### config.mk
export PLATFORM = sky130hd
export DESIGN_NAME = fwd_hazard_unit
export DESIGN_NICKNAME = d
export VERILOG_FILES = /design/src/rtl/fwd_hazard_unit.sv
export SDC_FILE = /design/constraint.sdc
export NUM_CORES = 1
export LEC_CHECK = 0
export CAP_MARGIN = 20
export CORE_MARGIN = 8
export CORE_UTILIZATION = 35
export DETAILED_ROUTE_END_ITERATION = 8
export PLACE_DENSITY = 0.67
export SLEW_MARGIN = 40
export SYNTH_ARGS = -nofsm -noshare
export SYNTH_HDL_FRONTEND = slang
export SYNTH_SLANG_ARGS = --single-unit
### constraint.sdc
create_clock -name clk -period 2.3 [get_ports clk]
set_clock_uncertainty 0.2 [all_clocks]
set_input_delay 0.23 -clock clk [delete_from_list [all_inputs] [get_ports clk]]
set_output_delay 0.23 -clock clk [all_outputs]
set_load 0.01 [all_outputs]
### src/rtl/fwd_hazard_unit.sv
// fwd_hazard_unit
//
// Forwarding and load-use hazard unit for the RISC-V pipeline. It keeps a
// shadow copy of the in-flight destination registers: the EX stage (stage 0)
// and DEPTH later producer stages (1 = MEM, 2 = WB, ...).
//
// From that copy it computes two things:
//   - the operand forward selects for the instruction currently in EX;
//   - a stall for the instruction in ID when a load it depends on cannot
//     deliver its data in time.
//
// Ports:
//   clk, rst_n    clock (rising edge), asynchronous active-low reset
//   hold          whole pipeline frozen this cycle
//   flush         kill the instructions in ID and EX
//   id_valid      ID holds a real instruction
//   id_rs         ID source registers, operand i at [i*REG_ADDR_W +: REG_ADDR_W]
//   id_rd         ID destination register
//   id_regwrite   ID instruction writes id_rd
//   id_is_load    ID instruction is a load
//   fwd_sel       per EX operand: 0 = register file, k = forward from stage k
//   stall         hold PC and IF/ID, insert a bubble into EX
//   stall_cnt     saturating count of stall cycles
module fwd_hazard_unit #(
    parameter int REG_ADDR_W = 5,
    parameter int NUM_SRC    = 2,
    parameter int DEPTH      = 2,
    parameter int LOAD_STAGE = 2,
    parameter int SEL_W      = $clog2(DEPTH + 1),
    parameter int CNT_W      = 16
) (
    input  logic                          clk,
    input  logic                          rst_n,
    input  logic                          hold,
    input  logic                          flush,
    input  logic                          id_valid,
    input  logic [NUM_SRC*REG_ADDR_W-1:0] id_rs,
    input  logic [REG_ADDR_W-1:0]         id_rd,
    input  logic                          id_regwrite,
    input  logic                          id_is_load,
    output logic [NUM_SRC*SEL_W-1:0]      fwd_sel,
    output logic                          stall,
    output logic [CNT_W-1:0]              stall_cnt
);

    // A load sitting in EX is never forwardable to the very next instruction
    // unless load data is already available at stage 1 or earlier.
    localparam bit EX_LOAD_LATE = (LOAD_STAGE > 1);

    // Stage 0 (EX) entry.
    logic                          ex_valid;
    logic [REG_ADDR_W-1:0]         ex_rd;
    logic                          ex_regwrite;
    logic                          ex_is_load;
    logic [NUM_SRC*REG_ADDR_W-1:0] ex_rs;

    // Producer stages 1..DEPTH.
    logic [DEPTH:1]                p_valid;
    logic [DEPTH:1]                p_regwrite;
    logic [DEPTH:1]                p_is_load;
    logic [REG_ADDR_W-1:0]         p_rd [1:DEPTH];

    logic [NUM_SRC-1:0]            haz;

    // Forward selects: the descending scan lets the youngest match overwrite
    // any older one.
    always_comb begin
        fwd_sel = '0;
        for (int i = 0; i < NUM_SRC; i++) begin
            logic [REG_ADDR_W-1:0] src;
            src = ex_rs[i*REG_ADDR_W +: REG_ADDR_W];
            for (int k = DEPTH; k >= 1; k--) begin
                if (ex_valid && (src != '0) && p_valid[k] && p_regwrite[k] &&
                    (p_rd[k] == src)) begin
                    fwd_sel[i*SEL_W +: SEL_W] = SEL_W'(k);
                end
            end
        end
    end

    // Load-use detection over stages 0..DEPTH-1. Again the youngest match
    // decides; a younger non-load producer masks an older late load.
    always_comb begin
        haz = '0;
        for (int i = 0; i < NUM_SRC; i++) begin
            logic [REG_ADDR_W-1:0] src;
            src = id_rs[i*REG_ADDR_W +: REG_ADDR_W];
            for (int j = DEPTH - 1; j >= 1; j--) begin
                if (p_valid[j] && p_regwrite[j] && (p_rd[j] == src) &&
                    (src != '0)) begin
                    haz[i] = p_is_load[j] && ((j + 1) < LOAD_STAGE);
                end
            end
            if (ex_valid && ex_regwrite && (ex_rd == src) && (src != '0)) begin
                haz[i] = ex_is_load && EX_LOAD_LATE;
            end
        end
        stall = id_valid && !flush && (|haz);
    end

    always_ff @(posedge clk or negedge rst_n) begin
        if (!rst_n) begin
            ex_valid    <= 1'b0;
            ex_rd       <= '0;
            ex_regwrite <= 1'b0;
            ex_is_load  <= 1'b0;
            ex_rs       <= '0;
            p_valid     <= '0;
            p_regwrite  <= '0;
            p_is_load   <= '0;
            for (int k = 1; k <= DEPTH; k++) begin
                p_rd[k] <= '0;
            end
            stall_cnt   <= '0;
        end else if (!hold) begin
            for (int k = DEPTH; k >= 2; k--) begin
                p_valid[k]    <= p_valid[k-1];
                p_regwrite[k] <= p_regwrite[k-1];
                p_is_load[k]  <= p_is_load[k-1];
                p_rd[k]       <= p_rd[k-1];
            end
            // A flushed EX instruction must never become a producer.
            p_valid[1]    <= ex_valid && !flush;
            p_regwrite[1] <= ex_regwrite;
            p_is_load[1]  <= ex_is_load;
            p_rd[1]       <= ex_rd;

            if (!stall && !flush) begin
                ex_valid    <= id_valid;
                ex_rd       <= id_rd;
                ex_regwrite <= id_regwrite;
                ex_is_load  <= id_is_load;
                ex_rs       <= id_rs;
            end else begin
                ex_valid    <= 1'b0;
                ex_rd       <= '0;
                ex_regwrite <= 1'b0;
                ex_is_load  <= 1'b0;
                ex_rs       <= '0;
            end

            if (stall && (stall_cnt != '1)) begin
                stall_cnt <= stall_cnt + 1'b1;
            end
        end
    end

endmodule

After elaboration in Yosys (flattened, before gate mapping)
Index checks and enable logic that the tools add are counted.

word-level totals
  register bits after elaboration = 48
  bits in latches = 0
  memory bits (writable) = 0
  bits in read-only memories = 0
  output and inout bits = 21
  word-level logic and storage cells = 62
  memories = 0

operators by class
  add/sub/neg operators = 1
  $mul = 0
  div/mod/pow operators = 0
  order comparisons = 0
  eq/ne operators = 7
  shifts and indexed selects = 0
  muxes and demuxes = 11
  bitwise operators = 1
  reduce and logical (&&, ||, !) cells = 32

operator list
  kind                                                             count
  5-bit == test                                                    6
  1-bit logical AND                                                24
  5-bit nonzero test                                               4
  16-bit by 1-bit adder with 16-bit output, second input constant  1
  16-bit inequality test, second input constant                    1
  10-bit two-way mux                                               1
  2-bit two-way mux                                                4
  1-bit two-way mux                                                5
  5-bit two-way mux                                                1
  1-bit logical NOT                                                2
  2-bit AND reduction                                              1
  2-bit OR reduction                                               1
  1-bit inverter                                                   1

Depth between registers and ports, before layout
  depth after elaboration = 9
  depth in mapped cells = 9
  mapped depth without buffers = 7

Least setup slack after synthesis
Ideal clock, no wire load.

  path type = reg2reg
  start = reg stall_cnt[0]
  end = reg stall_cnt[10]
  arrival time = 1975 ps
  data required time = 1974 ps
  path slack = -1 ps
  stages on the path, launching flop included = 10
  period minus slack after synthesis = 2301 ps
  cells stage by stage = dfrtp_1 ha_1 and3_1 and3_1 buf_2 a41o_1 a21oi_4 buf_6 nand4_1 xnor2_1

between the ends
  longest elaborated chain between the ends = 3
  elaborated cells on any way between the ends = 4

ends and longest elaborated chain
  element                                                                                           line  RTL
  start: declaration                                                                                43    output logic [CNT_W-1:0] stall_cnt
  start signal: assignment                                                                          143   stall_cnt <= stall_cnt + 1'b1;
  parallel branches: the longest is 3 deep, another holds 16-bit by 1-bit adder with 16-bit output  -

Several ways; the timed one is not identified.
A chain may end at the register's enable or synchronous reset.

Final worst setup path
  start = reg ex_rs[5]
  end = out fwd_sel[2]

between the ends
  longest elaborated chain between the ends = 6
  elaborated cells on any way between the ends = 7

ends and longest elaborated chain
  element                         line  RTL
  start: declaration              55    logic [NUM_SRC*REG_ADDR_W-1:0] ex_rs;
  start signal: assignment        133   ex_rs <= id_rs;
  5-bit nonzero test              73    if (ex_valid && (src != '0) && p_valid[k] && p_regwrite[k] &&
  1-bit logical AND (3 in a row)  73
  1-bit logical AND (*)           73
  2-bit two-way mux (*)           73
  end: declaration                41    output logic [NUM_SRC*SEL_W-1:0] fwd_sel,

Every way passes the cells marked *; elsewhere a longest branch is shown, timed or not.

==> out/metrics.yaml <==
detailed_routing:
  vias_per_cell: 5.15
  drc: 0
  drt_iter0_markers: 46
  met1Wirelength_um: 2690
  routed-wl-met2_um: 2870
  dr_wl_met3_um: 248
  drt-wirelength-per-cell_um: 16.4
  num_vias: 1850
  top_layer: "met4"
  ant_nets: 0
  wirelength_um: 5880
  first_pass_iters: 4
setup_path:
  crit_type: "flop to output port"
  worstSetupEndpointType: "output port"
  r2r_setup_slack_ns: 0.11
  arrival_ns: 1.87
  r2r-start: "stall_cnt[0]$_DFFE_PN0P_"
  r2r_end: "stall_cnt[3]$_DFFE_PN0P_"
  r2r_cells: 8
  start_kind: "flop"
  required_ns: 1.87
  crit_fanout: 2
floorplan:
  die_area_um2: 9560
  rows: 30
  core_area_um2: 6640
  io_pins: 43
  die_w_um: 97.8
  start_util_pct: 35.2
  die_y_um: 97.8
finish:
  n_antenna_cell: 0
  fillCellCount: 599
  utilization_pct: 49.6
  num-nets-final: 301
  seq_area_um2: 1200
  multi_input_area_um2: 1160
  drive_gt1_share_pct: 33.3
  final_area_um2: 3300
  area_growth_pct: 40.9
sta:
  rsz0062_at_grt: "true"
  max_slew_margin_pct: 73.5
  slew_violations: 0
  min_period_ns: 2.30
  finalHoldViolCount: 0
  max_freq_mhz: 434
  min_period_over_period_pct: 100
  setup_slack_ns: -0.00420
  worstMarginPinSlew_ns: 0.396
  setup_viol: 1
place:
  place_ws_ns: -0.405
  io_buffers: 42
  place_congestion: 0.790
  dp_hpwl_um: 4260
  dpl_cell_area_um2: 3130
synth:
  yosysWarnings: 0
  syn_area_um2: 2340
  yosysTopAreaCell: "dfrtp_1"
  async_flop_share_pct: 100
  ys_ff_latch: 48
  syn_nets: 217
  synth_area_leaders: "dfrtp_1, xnor2_1, mux2_2"
  yosysTopAreaCellShare_pct: 51.3
  avgSynthCellArea_um2: 12.1
  netlist_top_cells_count: "dfrtp_1, xnor2_1, xor2_1"
  synth_cell_types: 28
  ys_seq_area_share_pct: 51.3
  synth_edf_count: 0
  ys.flop_type: "dfrtp_1"
  synth_most_common_cell: "dfrtp_1"
  netlist_instances: 194
pwr:
  irDropWorstVdd_mv: 0.258
  power.density_nw_per_um2: 545
  power.leakage_nw: 1.49
clock_network:
  clockBufferDepth: 2
  cts_inserted_buffers: 5
  clk_latency_ns: 0.30
  cts-root-buf: "clkbuf_8"
  cts_tree: "yes"
  clk_pin_slew_ns: 0.10
  cts_max_level: 2
  clock-sinks: 48
hold_path:
  hp-class: "input port to asynchronous set/reset pin"
global_routing:
  grt_first_pass_wirelength_um: 9630
  grt_use_total_pct: 12.3
  overflow: 0
  grt_pass1_vias: 2037
  antenna_found_initial: 0
  grt_max_degree: 49
job:
  maxCapViolCount: 0
outcome:
  violations: "negative setup slack"
  status: "finished with violations"
-- per-stage QoR --
step | power (mW) | hold WS [ns] | setup TNS, ns | std cells
2_1_floorplan | 1.11 | -0.266 | 0 | 194
3_3_place_gp | 1.26 | 0.0345 | -3.23 | 348
3_5_place_dp | 1.27 | 0.0373 | -4.82 | 348
4_1_cts | 1.80 | 0.241 | -0.120 | 358
5_1_grt | 1.87 | 0.277 | -0.173 | 359
6_report | 1.80 | 0.234 | -0.00420 | 359
-- routing by layer --
| metal | global-route usage [%] | vias to the layer above |
|---|---|---|
| li1 | - | 875 |
| met1 | 14.9 | 931 |
| met2 | 20.6 | 35 |
| met3 | 3.49 | 9 |
| met4 | 3.84 | 0 |
| met5 | 0 | - |
-- state kept, by name, summed over array words and instances (netlist names) --
name,flops
ex_is_load,1
ex_rd,5
ex_regwrite,1
ex_rs,10
ex_valid,1
p_rd,10
p_regwrite,2
p_valid,2
stall_cnt,16
-- cells in the final DEF (no fill, tap or decap), types with 4 or more instances in the layout --
cell type / n
dfrtp_1: 46
buf_4: 38
clkdlybuf4s50_1: 36
xnor2_1: 26
xor2_1: 16
mux2_2: 14
nand4_1: 13
nand2_1: 11
a22o_2: 10
and3_1: 7
a22o_1: 7
clkbuf_8: 5
buf_2: 4
-- kinds of logic (layout without fill, tap and decap cells) --
kind of cell,Yosys count,after routing,share of synthesized area (%)
AO/OA/AOI/OAI,27,27,10.9
XOR/XNOR,43,43,16.1
adder cells (fa/ha/maj),1,1,0.535
buffers and inverters,7,92,1.82
flip-flops,48,48,51.3
multiplexers,14,14,6.74
AND/OR/NAND/NOR,54,54,12.6
-- worst max-delay path by stage --
stage	startpoint	to	slack, ns	depth (start not counted)
3_5_place_dp	id_rs[3]	stall	-0.41	8
4_1_cts	ex_rd[3]$_DFFE_PN0N_	stall	-0.12	7
3_3_place_gp	id_rs[1]	stall	-0.37	8
2_1_floorplan	stall_cnt[0]$_DFFE_PN0P_	stall_cnt[10]$_DFFE_PN0P_	0.02	9
5_1_grt	ex_rs[7]$_DFFE_PN0N_	fwd_sel[2]	-0.07	6
6_report	ex_rs[5]$_DFFE_PN0N_	fwd_sel[2]	-0.004	5
-- final cells by class --
type	count	area share (%)
Sequential cell	48	36.5
Timing Repair Buffer	84	22.5
Clock buffer	5	2.09
Multi-Input combinational cell	139	35.1
Clock inverter	3	0.721
Tap cell	80	3.04
-- critical path: stages (launching register included) --
cell	delay, ns
dfrtp_1	0.41
or4_4	0.55
o21ai_2	0.19
nor4_2	0.08
buf_4	0.13
clkdlybuf4s15_1	0.22
-- where the power goes --
part           switching, mW  internal [mW]  leakage (nW)  total (mW)
Sequential            0.0561          0.897         0.639       0.953
Clock                  0.304          0.216        0.0404       0.520
Combinational          0.137          0.186         0.808       0.323
-- what timing repair did --
action                                  CTS  global route
hold buffers                              1             0
endpoints found under the setup margin    5            15
endpoints found under the hold margin    48             0
gates resized for setup                  22            11
pin swaps                                 4             5
setup buffers                             1             1
Note: power is estimated with default switching activity, not from simulation.
